**config.mk**
```make
export PLATFORM = sky130hd
export DESIGN_NAME = instr_encoder_loader
export DESIGN_NICKNAME = d
export VERILOG_FILES = /design/src/rtl/rsaasip_isa_pkg.sv /design/src/rtl/instr_field_encoder.sv /design/src/rtl/instr_encoder_loader.sv
export SDC_FILE = /design/constraint.sdc
export NUM_CORES = 1
export LEC_CHECK = 0
export ABC_CLOCK_PERIOD_IN_PS = 4400
export CAP_MARGIN = 20
export CORE_MARGIN = 3
export CORE_UTILIZATION = 52
export CTS_BUF_LIST = sky130_fd_sc_hd__clkbuf_8
export CTS_CLUSTER_DIAMETER = 50
export DETAILED_ROUTE_END_ITERATION = 7
export PLACE_DENSITY = 0.86
export SLEW_MARGIN = 25
export SYNTH_ARGS = -nofsm -noshare
export SYNTH_HDL_FRONTEND = slang
export SYNTH_SLANG_ARGS = --single-unit
```
**constraint.sdc**
```tcl
create_clock -name clk -period 4.4 [get_ports clk]
set_clock_uncertainty 0.05 [all_clocks]
set_input_delay 0.88 -clock clk [delete_from_list [all_inputs] [get_ports clk]]
set_output_delay 0.88 -clock clk [all_outputs]
set_load 0.01 [all_outputs]
```
**src/rtl/rsaasip_isa_pkg.sv**
```systemverilog
// rtl/rsaasip_isa_pkg.sv - ISA opcodes, field positions and loader FSM states
package rsaasip_isa_pkg;

    localparam logic [2:0] OP_SET   = 3'b000;
    localparam logic [2:0] OP_LDPX  = 3'b001;
    localparam logic [2:0] OP_MODEX = 3'b010;
    localparam logic [2:0] OP_STPX  = 3'b011;
    localparam logic [2:0] OP_CMPEQ = 3'b100;
    localparam logic [2:0] OP_JEQ   = 3'b101;
    localparam logic [2:0] OP_J     = 3'b110;
    localparam logic [2:0] OP_ADD   = 3'b111;

    localparam int OPC_HI  = 15;
    localparam int OPC_LO  = 13;
    localparam int RD_HI   = 12;
    localparam int RD_LO   = 10;
    localparam int RS1_HI  = 9;
    localparam int RS1_LO  = 7;
    localparam int RS2_HI  = 6;
    localparam int RS2_LO  = 4;
    localparam int IMM_HI  = 9;
    localparam int IMM_LO  = 0;
    localparam int ADDR_HI = 12;
    localparam int ADDR_LO = 0;

    typedef enum logic [1:0] {
        ST_IDLE  = 2'd0,
        ST_RUN   = 2'd1,
        ST_DRAIN = 2'd2,
        ST_DONE  = 2'd3
    } load_state_e;

endpackage

```
**src/rtl/instr_field_encoder.sv**
```systemverilog
// rtl/instr_field_encoder.sv - packs per-field instruction requests into one ISA word
module instr_field_encoder
    import rsaasip_isa_pkg::*;
#(
    parameter int ARQ    = 16,
    parameter int ADDR_W = 13
) (
    input  logic [2:0]        opcode,
    input  logic [2:0]        srcdest,
    input  logic [2:0]        src1,
    input  logic [2:0]        src2,
    input  logic [9:0]        imm,
    input  logic [ADDR_W-1:0] addr,
    output logic [ARQ-1:0]    word,
    output logic              format_err
);

    always_comb begin
        word       = '0;
        format_err = 1'b0;
        word[OPC_HI:OPC_LO] = opcode;
        case (opcode)
            OP_MODEX, OP_CMPEQ: begin
                word[RD_HI:RD_LO]   = srcdest;
                word[RS1_HI:RS1_LO] = src1;
                word[RS2_HI:RS2_LO] = src2;
            end
            OP_LDPX, OP_STPX: begin
                word[RD_HI:RD_LO]   = srcdest;
                word[RS1_HI:RS1_LO] = src1;
            end
            OP_JEQ, OP_J: begin
                word[ADDR_HI:ADDR_LO] = addr;
            end
            default: begin
                // SET/ADD are two-operand: the source must name the destination
                word[RD_HI:RD_LO]   = srcdest;
                word[IMM_HI:IMM_LO] = imm;
                format_err          = (src1 != srcdest);
            end
        endcase
    end

endmodule

```
**src/rtl/instr_encoder_loader.sv**
```systemverilog
// rtl/instr_encoder_loader.sv - streams encoded instructions into instruction memory
module instr_encoder_loader
    import rsaasip_isa_pkg::*;
#(
    parameter int ARQ       = 16,
    parameter int ADDR_W    = 13,
    parameter int MEM_WORDS = 8192
) (
    input  logic              clk,
    input  logic              rst_n,
    input  logic              start,
    input  logic [ADDR_W-1:0] base_addr,
    input  logic              in_valid,
    output logic              in_ready,
    input  logic              in_last,
    input  logic [2:0]        opcode,
    input  logic [2:0]        srcdest,
    input  logic [2:0]        src1,
    input  logic [2:0]        src2,
    input  logic [9:0]        imm,
    input  logic [ADDR_W-1:0] addr,
    output logic              mem_we,
    output logic [ADDR_W-1:0] mem_addr,
    output logic [ARQ-1:0]    mem_wdata,
    output logic              busy,
    output logic              done,
    output logic              err,
    output logic [ADDR_W:0]   word_count
);

    localparam logic [ADDR_W:0] LAST_ADDR = (ADDR_W+1)'(MEM_WORDS - 1);
    localparam logic [ADDR_W:0] MEM_LIMIT = (ADDR_W+1)'(MEM_WORDS);

    load_state_e       state_q, state_d;
    logic [ADDR_W-1:0] wr_ptr_q, wr_ptr_d;
    logic [ADDR_W:0]   word_count_q, word_count_d;
    logic              err_q, err_d;
    logic              mem_we_q, mem_we_d;
    logic [ADDR_W-1:0] mem_addr_q, mem_addr_d;
    logic [ARQ-1:0]    mem_wdata_q, mem_wdata_d;

    logic [ARQ-1:0]    enc_word;
    logic              enc_err;
    logic              at_last;

    instr_field_encoder #(
        .ARQ    (ARQ),
        .ADDR_W (ADDR_W)
    ) u_enc (
        .opcode     (opcode),
        .srcdest    (srcdest),
        .src1       (src1),
        .src2       (src2),
        .imm        (imm),
        .addr       (addr),
        .word       (enc_word),
        .format_err (enc_err)
    );

    assign at_last = ({1'b0, wr_ptr_q} == LAST_ADDR);

    always_comb begin
        state_d      = state_q;
        wr_ptr_d     = wr_ptr_q;
        word_count_d = word_count_q;
        err_d        = err_q;
        mem_we_d     = 1'b0;
        mem_addr_d   = mem_addr_q;
        mem_wdata_d  = mem_wdata_q;
        case (state_q)
            ST_IDLE: begin
                if (start) begin
                    wr_ptr_d     = base_addr;
                    word_count_d = '0;
                    err_d        = 1'b0;
                    if ({1'b0, base_addr} >= MEM_LIMIT) begin
                        err_d   = 1'b1;
                        state_d = ST_DONE;
                    end else begin
                        state_d = ST_RUN;
                    end
                end
            end
            ST_RUN: begin
                if (in_valid) begin
                    mem_we_d     = 1'b1;
                    mem_addr_d   = wr_ptr_q;
                    mem_wdata_d  = enc_word;
                    wr_ptr_d     = wr_ptr_q + {{(ADDR_W-1){1'b0}}, 1'b1};
                    word_count_d = word_count_q + {{ADDR_W{1'b0}}, 1'b1};
                    if (enc_err) begin
                        err_d = 1'b1;
                    end
                    // The top word ends the session; without in_last it is an overflow
                    if (at_last) begin
                        if (!in_last) begin
                            err_d = 1'b1;
                        end
                        state_d = ST_DRAIN;
                    end else if (in_last) begin
                        state_d = ST_DRAIN;
                    end
                end
            end
            ST_DRAIN: state_d = ST_DONE;
            ST_DONE:  state_d = ST_IDLE;
            default:  state_d = ST_IDLE;
        endcase
    end

    always_ff @(posedge clk) begin
        if (!rst_n) begin
            state_q      <= ST_IDLE;
            wr_ptr_q     <= '0;
            word_count_q <= '0;
            err_q        <= 1'b0;
            mem_we_q     <= 1'b0;
            mem_addr_q   <= '0;
            mem_wdata_q  <= '0;
        end else begin
            state_q      <= state_d;
            wr_ptr_q     <= wr_ptr_d;
            word_count_q <= word_count_d;
            err_q        <= err_d;
            mem_we_q     <= mem_we_d;
            mem_addr_q   <= mem_addr_d;
            mem_wdata_q  <= mem_wdata_d;
        end
    end

    assign in_ready   = (state_q == ST_RUN);
    assign busy       = (state_q == ST_RUN) || (state_q == ST_DRAIN);
    assign done       = (state_q == ST_DONE);
    assign err        = err_q;
    assign word_count = word_count_q;
    assign mem_we     = mem_we_q;
    assign mem_addr   = mem_addr_q;
    assign mem_wdata  = mem_wdata_q;

endmodule

```
Yosys cells after proc, flatten, opt, wreduce, memory -nomap -nowiden
Index checks and enable logic that the tools add are counted.

Add/subtract/negate cells: 2. Equality and inequality tests: 14. Mux-type cells: 22. Reduce and logical (&&, ||, !) cells: 12.

Operators by type and width (count): $mux 14 (2); $pmux 14 s2 (1); $mux 13 (2); $pmux 13 s2 (1); $add 14x1->14 const B (1); $add 13x1->13 const B (1); $eq 13x13->1 const B (1); $pmux 6 s2 (1); $eq 3x3->1 const B (3); $pmux 3 s3 (1); $mux 2 (4); $pmux 2 s4 (1); $pmux 4 s2 (1); $mux 1 (7); $eq 3x2->1 const B (2); $reduce_and 3->1 (2); $reduce_or 2->1 (3); $reduce_or 6->1 (1); $eq 2x2->1 const B (2); $ne 2x2->1 const B (2); $reduce_and 2->1 (2); $reduce_or 4->1 (1); $eq 3x1->1 const B (1); $ne 3x1->1 const B (1); other kinds (6) (6).

Output and inout port bits: 48. Logic and storage cells: 57. Flip-flop bits (word level): 60. Input port bits: 53.

Longest topological paths before layout
Gate-level depths: netlist (run 1).

Depth after elaboration: 8. Depth in mapped cells: 9. Gate-level depth less buffers: 6.

By module
Synthesis (run 1) repeated with hierarchy kept, for this count alone.

Cells, all modules: 408. Area total of the unflattened synthesis: 3337.0 um^2.

Modules (own cells, without submodules): instr_encoder_loader (times used 1, cells an instance 342, seq. area each 1201.2 um^2, area an instance 2736.4 um^2); instr_field_encoder (times used 1, cells an instance 66, seq. area each 0.0 um^2, area an instance 600.6 um^2).

Least setup slack after synthesis (run 1)
OpenSTA, ideal clock, no wires.

Path type: input -> register. Start: input port start. End: register word_count_q[10] (netlist: word_count[10]). Stages on the path: 6. Required time: 4.279 ns. Data arrival time: 2.147 ns. Buffers on the path: 2. Path slack: 2.132 ns. Setup time: 0.071 ns. Cells stage by stage: nor2b_4 buf_6 or3_4 buf_6 or4_1 a21oi_1.

Longest elaborated chain between the ends: 2.

Ends and longest elaborated chain: start, declared (RTL line instr_encoder_loader.sv:11) `input logic start,`; $ne 2x2->1 (no source line); $reduce_and 3->1 (no source line); end signal, assigned (RTL line instr_encoder_loader.sv:123) `word_count_q <= word_count_d;`; end, declared (RTL line instr_encoder_loader.sv:36) `logic [ADDR_W:0] word_count_q, word_count_d;`.

No other way between the ends. A chain may end at the register's enable or synchronous reset.

Worst setup path in the final report (run 1)
Start: register state_q[1]. End: output port in_ready.

Longest elaborated chain between the ends: 1.

Ends and longest elaborated chain: start, declared (RTL line instr_encoder_loader.sv:34) `load_state_e state_q, state_d;`; start signal, assigned (RTL line instr_encoder_loader.sv:121) `state_q <= state_d;`; $eq 2x1->1 (RTL line instr_encoder_loader.sv:131) `assign in_ready = (state_q == ST_RUN);`; end, declared (RTL line instr_encoder_loader.sv:14) `output logic in_ready,`.

No other way between the ends.

==> reports/metrics.csv, run 1 <==
metric;value;unit
outcome;finished, final reports clean;
CTS sink count;60;
Final Max Tran Viols;0;
DR WL/cell;15.8;um
# fillers;473;
Core Region;6030;um2
Clock Latency Late Sink;0.34;ns
post-CTS setup buffers;0;
CTS Buf Count;9;
async set or reset register ratio after synthesis;0;
slowest CP cell;clkdlybuf4s50_1;
critical path capture point type;output pin;
Reg2Reg Launch Point;state_q[1];
Peak VDD IR;0.283;mV
Yosys top cell by area;dfxtp_1;
top cells by area, synth;dfxtp_1 37%, a21oi_1 6.9%, nand2_1 5.8%, mux2i_1 5.5%, o21ai_0 3.7%;
minimum clock period;3.01;ns
vias in the first global route;3226;
aggregate global routing overflow;0;
sequential cell area fraction in the yosys report;0.366;
Antenna Nets Post-Route;0;
Synth Net Count;464;
die extent in y;85.4;um
Ys Warns;0;
Final Setup Violations;0;
Worst path top cell family by delay;buffers and inverters;
first-pass GRT wire length;14700;um
H-tree depth;3;
Register Area;1200;um2
CP startpoint;state_q[1];
Synth Register Bits;60;
CP Class;register to output pin;
fin crit share;0.685;
row count;28;
crit-path cells;inv_1 -> ha_1 -> clkdlybuf4s50_1;
Hold Crit Class;register to register;
io pins;101;
Post-CTS Resized;0;
final hold violation count;0;
CP Data Required Time;3.47;ns
largest net degree at the start of global routing;36;
ys flop type;dfxtp_1;
chip width;85.4;um
Initial Utilization;0.544;
routed vias;3430;
CTS tree;yes;
die area;7300;um2
P per Cell Area;453;nW/um2
Ant. Diodes;0;
TritonRoute pass-1 iters;5;
drc violations;0;
drt via density;5.99;
synthesized instance count;404;
EDFF count, synth;0;
CP startpoint kind;register;
Multi-input gate area;1920;um2
initial antenna violation count;0;
synthesized area per cell;8.12;um2
FMAX;332;MHz
worst slew margin relative to its limit;0.460;
setup tns final;0;ns
share of the synthesized area in the top cell type;0.366;
final wirelength;9070;um
final net count;553;
Port Buf Inserts;100;
GRT Overall Usage;0.250;
RePlAce Congestion;0.916;
slowest stage delay, CP;0.66;ns
Hold-fix buffers, CTS;0;
Area growth, synth to finish;37.3;%
share of cells above drive strength 1;0.0723;
Clock transition at path regs;0.07;ns
DR iter-0 viols;250;
measured slew at the worst slew-check pin;0.807;ns
clk root buf;clkbuf_8;
CP Data Arrival Time;2.08;ns
max cap viols;0;
worst hold start;mem_addr[7];
DP Wirelength;6470;um
Netlist cell types;49;
total power;0.00204;W
clock buffer depth;2;
Crit Path Max Fanout;19;
RSZ-0062 raised after global routing;false;
Leakage;1.61;nW
Buf+Inv Stages, Crit Path;2;
Cell Area, Synth;3280;um2
## final cells by class
class / instances / share of cell area
Tap cell: 75 / 0.0208
Sequential cell: 60 / 0.267
Clock inverter: 6 / 0.0175
Multi-Input combinational cell: 308 / 0.426
Clock buffer: 10 / 0.0305
Timing Repair Buffer: 106 / 0.232
Inverter: 8 / 0.00666
## flip-flops by register name (all words and copies together), names as in the netlist
| signal | flops |
|---|---|
| word_count | 14 |
| wr_ptr_q | 13 |
| mem_wdata | 16 |
| err | 1 |
| mem_we | 1 |
| state_q | 2 |
| mem_addr | 13 |
## cells by family after synthesis
| kind of cell | synth area share |
|---|---|
| AO/OA/AOI/OAI | 0.216 |
| XOR/XNOR | 0.0214 |
| adder cells (fa/ha/maj) | 0.0267 |
| buffers and inverters | 0.0492 |
| flip-flops | 0.366 |
| multiplexers | 0.0892 |
| AND/OR/NAND/NOR | 0.232 |
## cells in the mapped netlist, drive strengths merged (2+ instances only)
library cell / count
o21ai: 24
o211ai: 3
nand2: 51
a211oi: 3
buf: 7
a22o: 4
o31ai: 4
xor2: 5
nand4: 6
nor3: 13
a2111oi: 4
nand2b: 4
or3: 6
o21a: 4
nor4: 5
or4: 4
clkbuf: 21
dfxtp: 60
nand3: 14
and4: 5
nor2: 24
mux2: 10
xnor2: 3
a31o: 2
a221oi: 4
a211o: 3
a21oi: 45
a31oi: 4
inv: 7
and3: 4
o31a: 2
ha: 7
mux2i: 18
nor2b: 10
o32ai: 4
## cell usage in the layout, fill, tap and decap left out, drive strengths merged, types with 6 or more instances in the layout
| cell type | netlist | layout |
|---|---|---|
| nor3 | 13 | 13 |
| nor2 | 24 | 24 |
| o21ai | 24 | 24 |
| nor2b | 10 | 10 |
| ha | 7 | 7 |
| nand3 | 14 | 14 |
| inv | 7 | 8 |
| clkdlybuf4s50 | 0 | 100 |
| nand4 | 6 | 6 |
| nand2 | 51 | 51 |
| a21oi | 45 | 45 |
| or3 | 6 | 6 |
| clkbuf | 21 | 10 |
| dfxtp | 60 | 60 |
| mux2i | 18 | 18 |
| buf | 7 | 6 |
| mux2 | 10 | 10 |
## through the flow
step           std cells  setup WS [ns]  cell area, um2   util  hold slack, ns
2_1_floorplan        404           2.13            3280      -           0.399
3_3_place_gp         557           1.41            4290  0.712           0.391
3_5_place_dp         557           1.35            4290  0.712           0.398
4_1_cts              573           1.40            4510  0.748           0.408
5_1_grt              573           1.31            4510  0.748           0.422
6_report             573           1.39            4510  0.748           0.403
## worst register-to-register path, delay by kind of cell (launching register included)
family	cells	cell delay [ns]
buf+inv	2	0.40
compound gates	1	0.37
simple gates	3	0.79
flops	1	0.34
fa+ha+maj	1	0.61
## where the power goes
group / total, W / internal (W) / switching (W)
sequential: 0.000744 / 0.000641 / 0.000103
combinational: 0.000751 / 0.000329 / 0.000422
clock: 0.000547 / 0.000329 / 0.000217
total: 0.00204 / 0.00130 / 0.000742
## worst paths after layout
| check | endpoint | slack, ns | cells after the start |
|---|---|---|---|
| setup / recovery | in_ready | 1.39 | 3 |
| hold / removal | mem_addr[7] | 0.40 | 2 |
| setup reg to reg | wr_ptr_q[10] | 1.70 | 7 |
| hold reg to reg | mem_addr[7] | 0.40 | 2 |
## layer usage
metal  share of wire  track usage  wire length, um  vias to the layer above
met5               0            0                0                        -
met4           0.017        0.112              152                        0
met3           0.077       0.0621              697                       15
met2            0.49        0.413             4410                      144
met1            0.42        0.307             3810                     1617
li1                -            -                -                     1654
Note: power is estimated with default switching activity, not from simulation.
==> inputs of run 2 (changes only) <==
ABC_CLOCK_PERIOD_IN_PS = 2800   (was 4400)
CORE_UTILIZATION = 49   (was 52)
PLACE_DENSITY = 0.81   (was 0.86)
clock period = 2.8 ns   (was 4.4 ns; I/O delays follow)
==> run 2 against run 1 <==
Net effect: sequential share of layout area down 0.23 points; first-iteration DRC count down 20%; critical path depth unchanged; worst setup slack worse by 0.88 ns; global-route usage down 0.38 points; routed wire length up 0.28%; combinational power up 57%; clock power up 57%; register-to-register slack worse by 1.2 ns; non-clock buffer count up 5; critical path type unchanged; highest routed layer unchanged.
==> reports/metrics.csv, run 2 (synthesis results as in run 1) <==
metric;value;unit
DR iter-0 viols;201;
final net count;558;
Post-CTS Resized;0;
Area growth, synth to finish;38.6;%
drt via density;5.81;
internal power;0.00205;W
DR WL/cell;15.7;um
minimum clock period;2.29;ns
Clock transition at path regs;0.07;ns
CP Data Arrival Time;1.68;ns
Worst path top cell family by delay;buffers and inverters;
aggregate global routing overflow;0;
worst slew margin relative to its limit;0.575;
P per Cell Area;705;nW/um2
Largest register FFs;16;
Leakage;1.64;nW
most frequent cells in the layout;100 x clkdlybuf4s50_1, 60 x dfxtp_1, 51 x nand2_1;
CTS Buf Count;9;
die extent in y;87.8;um
worst hold start;mem_addr[5];
Final Max Tran Viols;0;
power share of the combinational group;0.369;
clock buffer depth;2;
Multi-input gate area;1920;um2
Port Buf Inserts;100;
Hold Path Stages;2;
DP Worst Slack;0.227;ns
CP Data Required Time;2.19;ns
Hold-fix buffers, CTS;0;
Crit Path Max Fanout;7;
Buf+Inv Stages, Crit Path;2;
Core Region;6420;um2
Final Setup Violations;0;
Initial Utilization;0.511;
Reg power frac;0.363;
measured slew at the worst slew-check pin;0.636;ns
slowest CP cell;clkdlybuf4s50_1;
CP Class;register to output pin;
post-CTS setup buffers;0;
CTS sink count;60;
max cap viols;0;
H-tree depth;3;
clk root buf;clkbuf_8;
drc violations;0;
row count;29;
slowest stage delay, CP;0.58;ns
FMAX;437;MHz
crit-path cells;inv_1 -> ha_1 -> clkdlybuf4s50_1;
DP Wirelength;6580;um
final wirelength;9090;um
setup tns final;0;ns
initial antenna violation count;0;
switching share of power;0.360;
share of cells above drive strength 1;0.0815;
GRT Overall Usage;0.247;
largest net degree at the start of global routing;39;
most common cell after layout, fill and taps aside;clkdlybuf4s50_1;
TritonRoute pass-1 iters;4;
vias in the first global route;3221;
fin crit share;0.817;
critical path capture point type;output pin;
chip width;87.8;um
final hold violation count;0;
CTS tree;yes;
Reg2Reg Launch Point;state_q[1];
Clk pwr share;0.268;
Peak VDD IR;0.322;mV
Worst R2R Setup Slack;0.52;ns
RSZ-0062 raised after global routing;false;
Register Area;1200;um2
die area;7710;um2
Ant. Diodes;0;
Min-Delay Endpoint;mem_addr[5];
worst reg2reg path depth;6;
Clock Latency Late Sink;0.33;ns
first-pass GRT wire length;15000;um
# fillers;511;
CP startpoint kind;register;
Hold Crit Class;register to register;
io pins;101;
slack of the critical path;0.512;ns
RePlAce Congestion;0.929;
P_sw;0.00115;W
r2r endpoint;word_count[13];
routed vias;3372;
outcome;finished, final reports clean;
Antenna Nets Post-Route;0;
==> run 2: cell count changes in the layout (fill, tap and decap cells not counted) <==
cell and change:
buf_4 +5
==> run 2: tightest hold or removal path, delay by kind of cell, from the launching register on <==
kind / cells / cell delay [ns]
compound gates: 1 / 0.05
flops: 1 / 0.31
simple gates: 1 / 0.05
==> run 2: power groups by stage <==
stage | Sequential (W) | Clock [W] | Combinational, W
5_1_grt | 0.00119 | 0.000914 | 0.00131
4_1_cts | 0.00116 | 0.000869 | 0.00118
2_1_floorplan | 0.00117 | 0 | 0.000752
3_3_place_gp | 0.00117 | 0 | 0.00114
6_report | 0.00116 | 0.000857 | 0.00118
3_5_place_dp | 0.00117 | 0 | 0.00118
==> run 2: cell type report <==
| type | instances | share of cell area |
|---|---|---|
| Clock buffer | 10 | 0.0303 |
| Sequential cell | 60 | 0.264 |
| Inverter | 8 | 0.00661 |
| Clock inverter | 6 | 0.0173 |
| Tap cell | 77 | 0.0212 |
| Timing Repair Buffer | 111 | 0.238 |
| Multi-Input combinational cell | 308 | 0.422 |
==> run 2: per-layer routing <==
metal / vias to the layer above / wire length [um] / global-route usage
li1: 1673 / - / -
met1: 1524 / 3860 / 0.312
met2: 158 / 4340 / 0.401
met3: 17 / 787 / 0.0706
met4: 0 / 98 / 0.0865
met5: - / 0 / 0
==> run 2: through the flow <==
step	area (um2)	power (W)	hold slack, ns	std cells	util
floorplan	3280	0.00192	0.399	404	-
global placement	4330	0.00231	0.392	564	0.674
detailed placement	4330	0.00235	0.397	564	0.674
CTS	4550	0.00321	0.407	580	0.708
global route	4550	0.00341	0.433	580	0.708
finish	4550	0.00320	0.403	580	0.708
==> run 2: worst max path at each step <==
stage | start | end | slack [ns] | cells past startpoint
after floorplan | state_q[1] | word_count[10] | 0.62 | 8
after global placement | start | word_count[12] | 0.26 | 5
after detailed placement | start | word_count[12] | 0.23 | 5
after CTS | state_q[0] | busy | 0.49 | 3
after global routing | state_q[1] | wr_ptr_q[9] | 0.35 | 7
final | state_q[1] | in_ready | 0.51 | 3
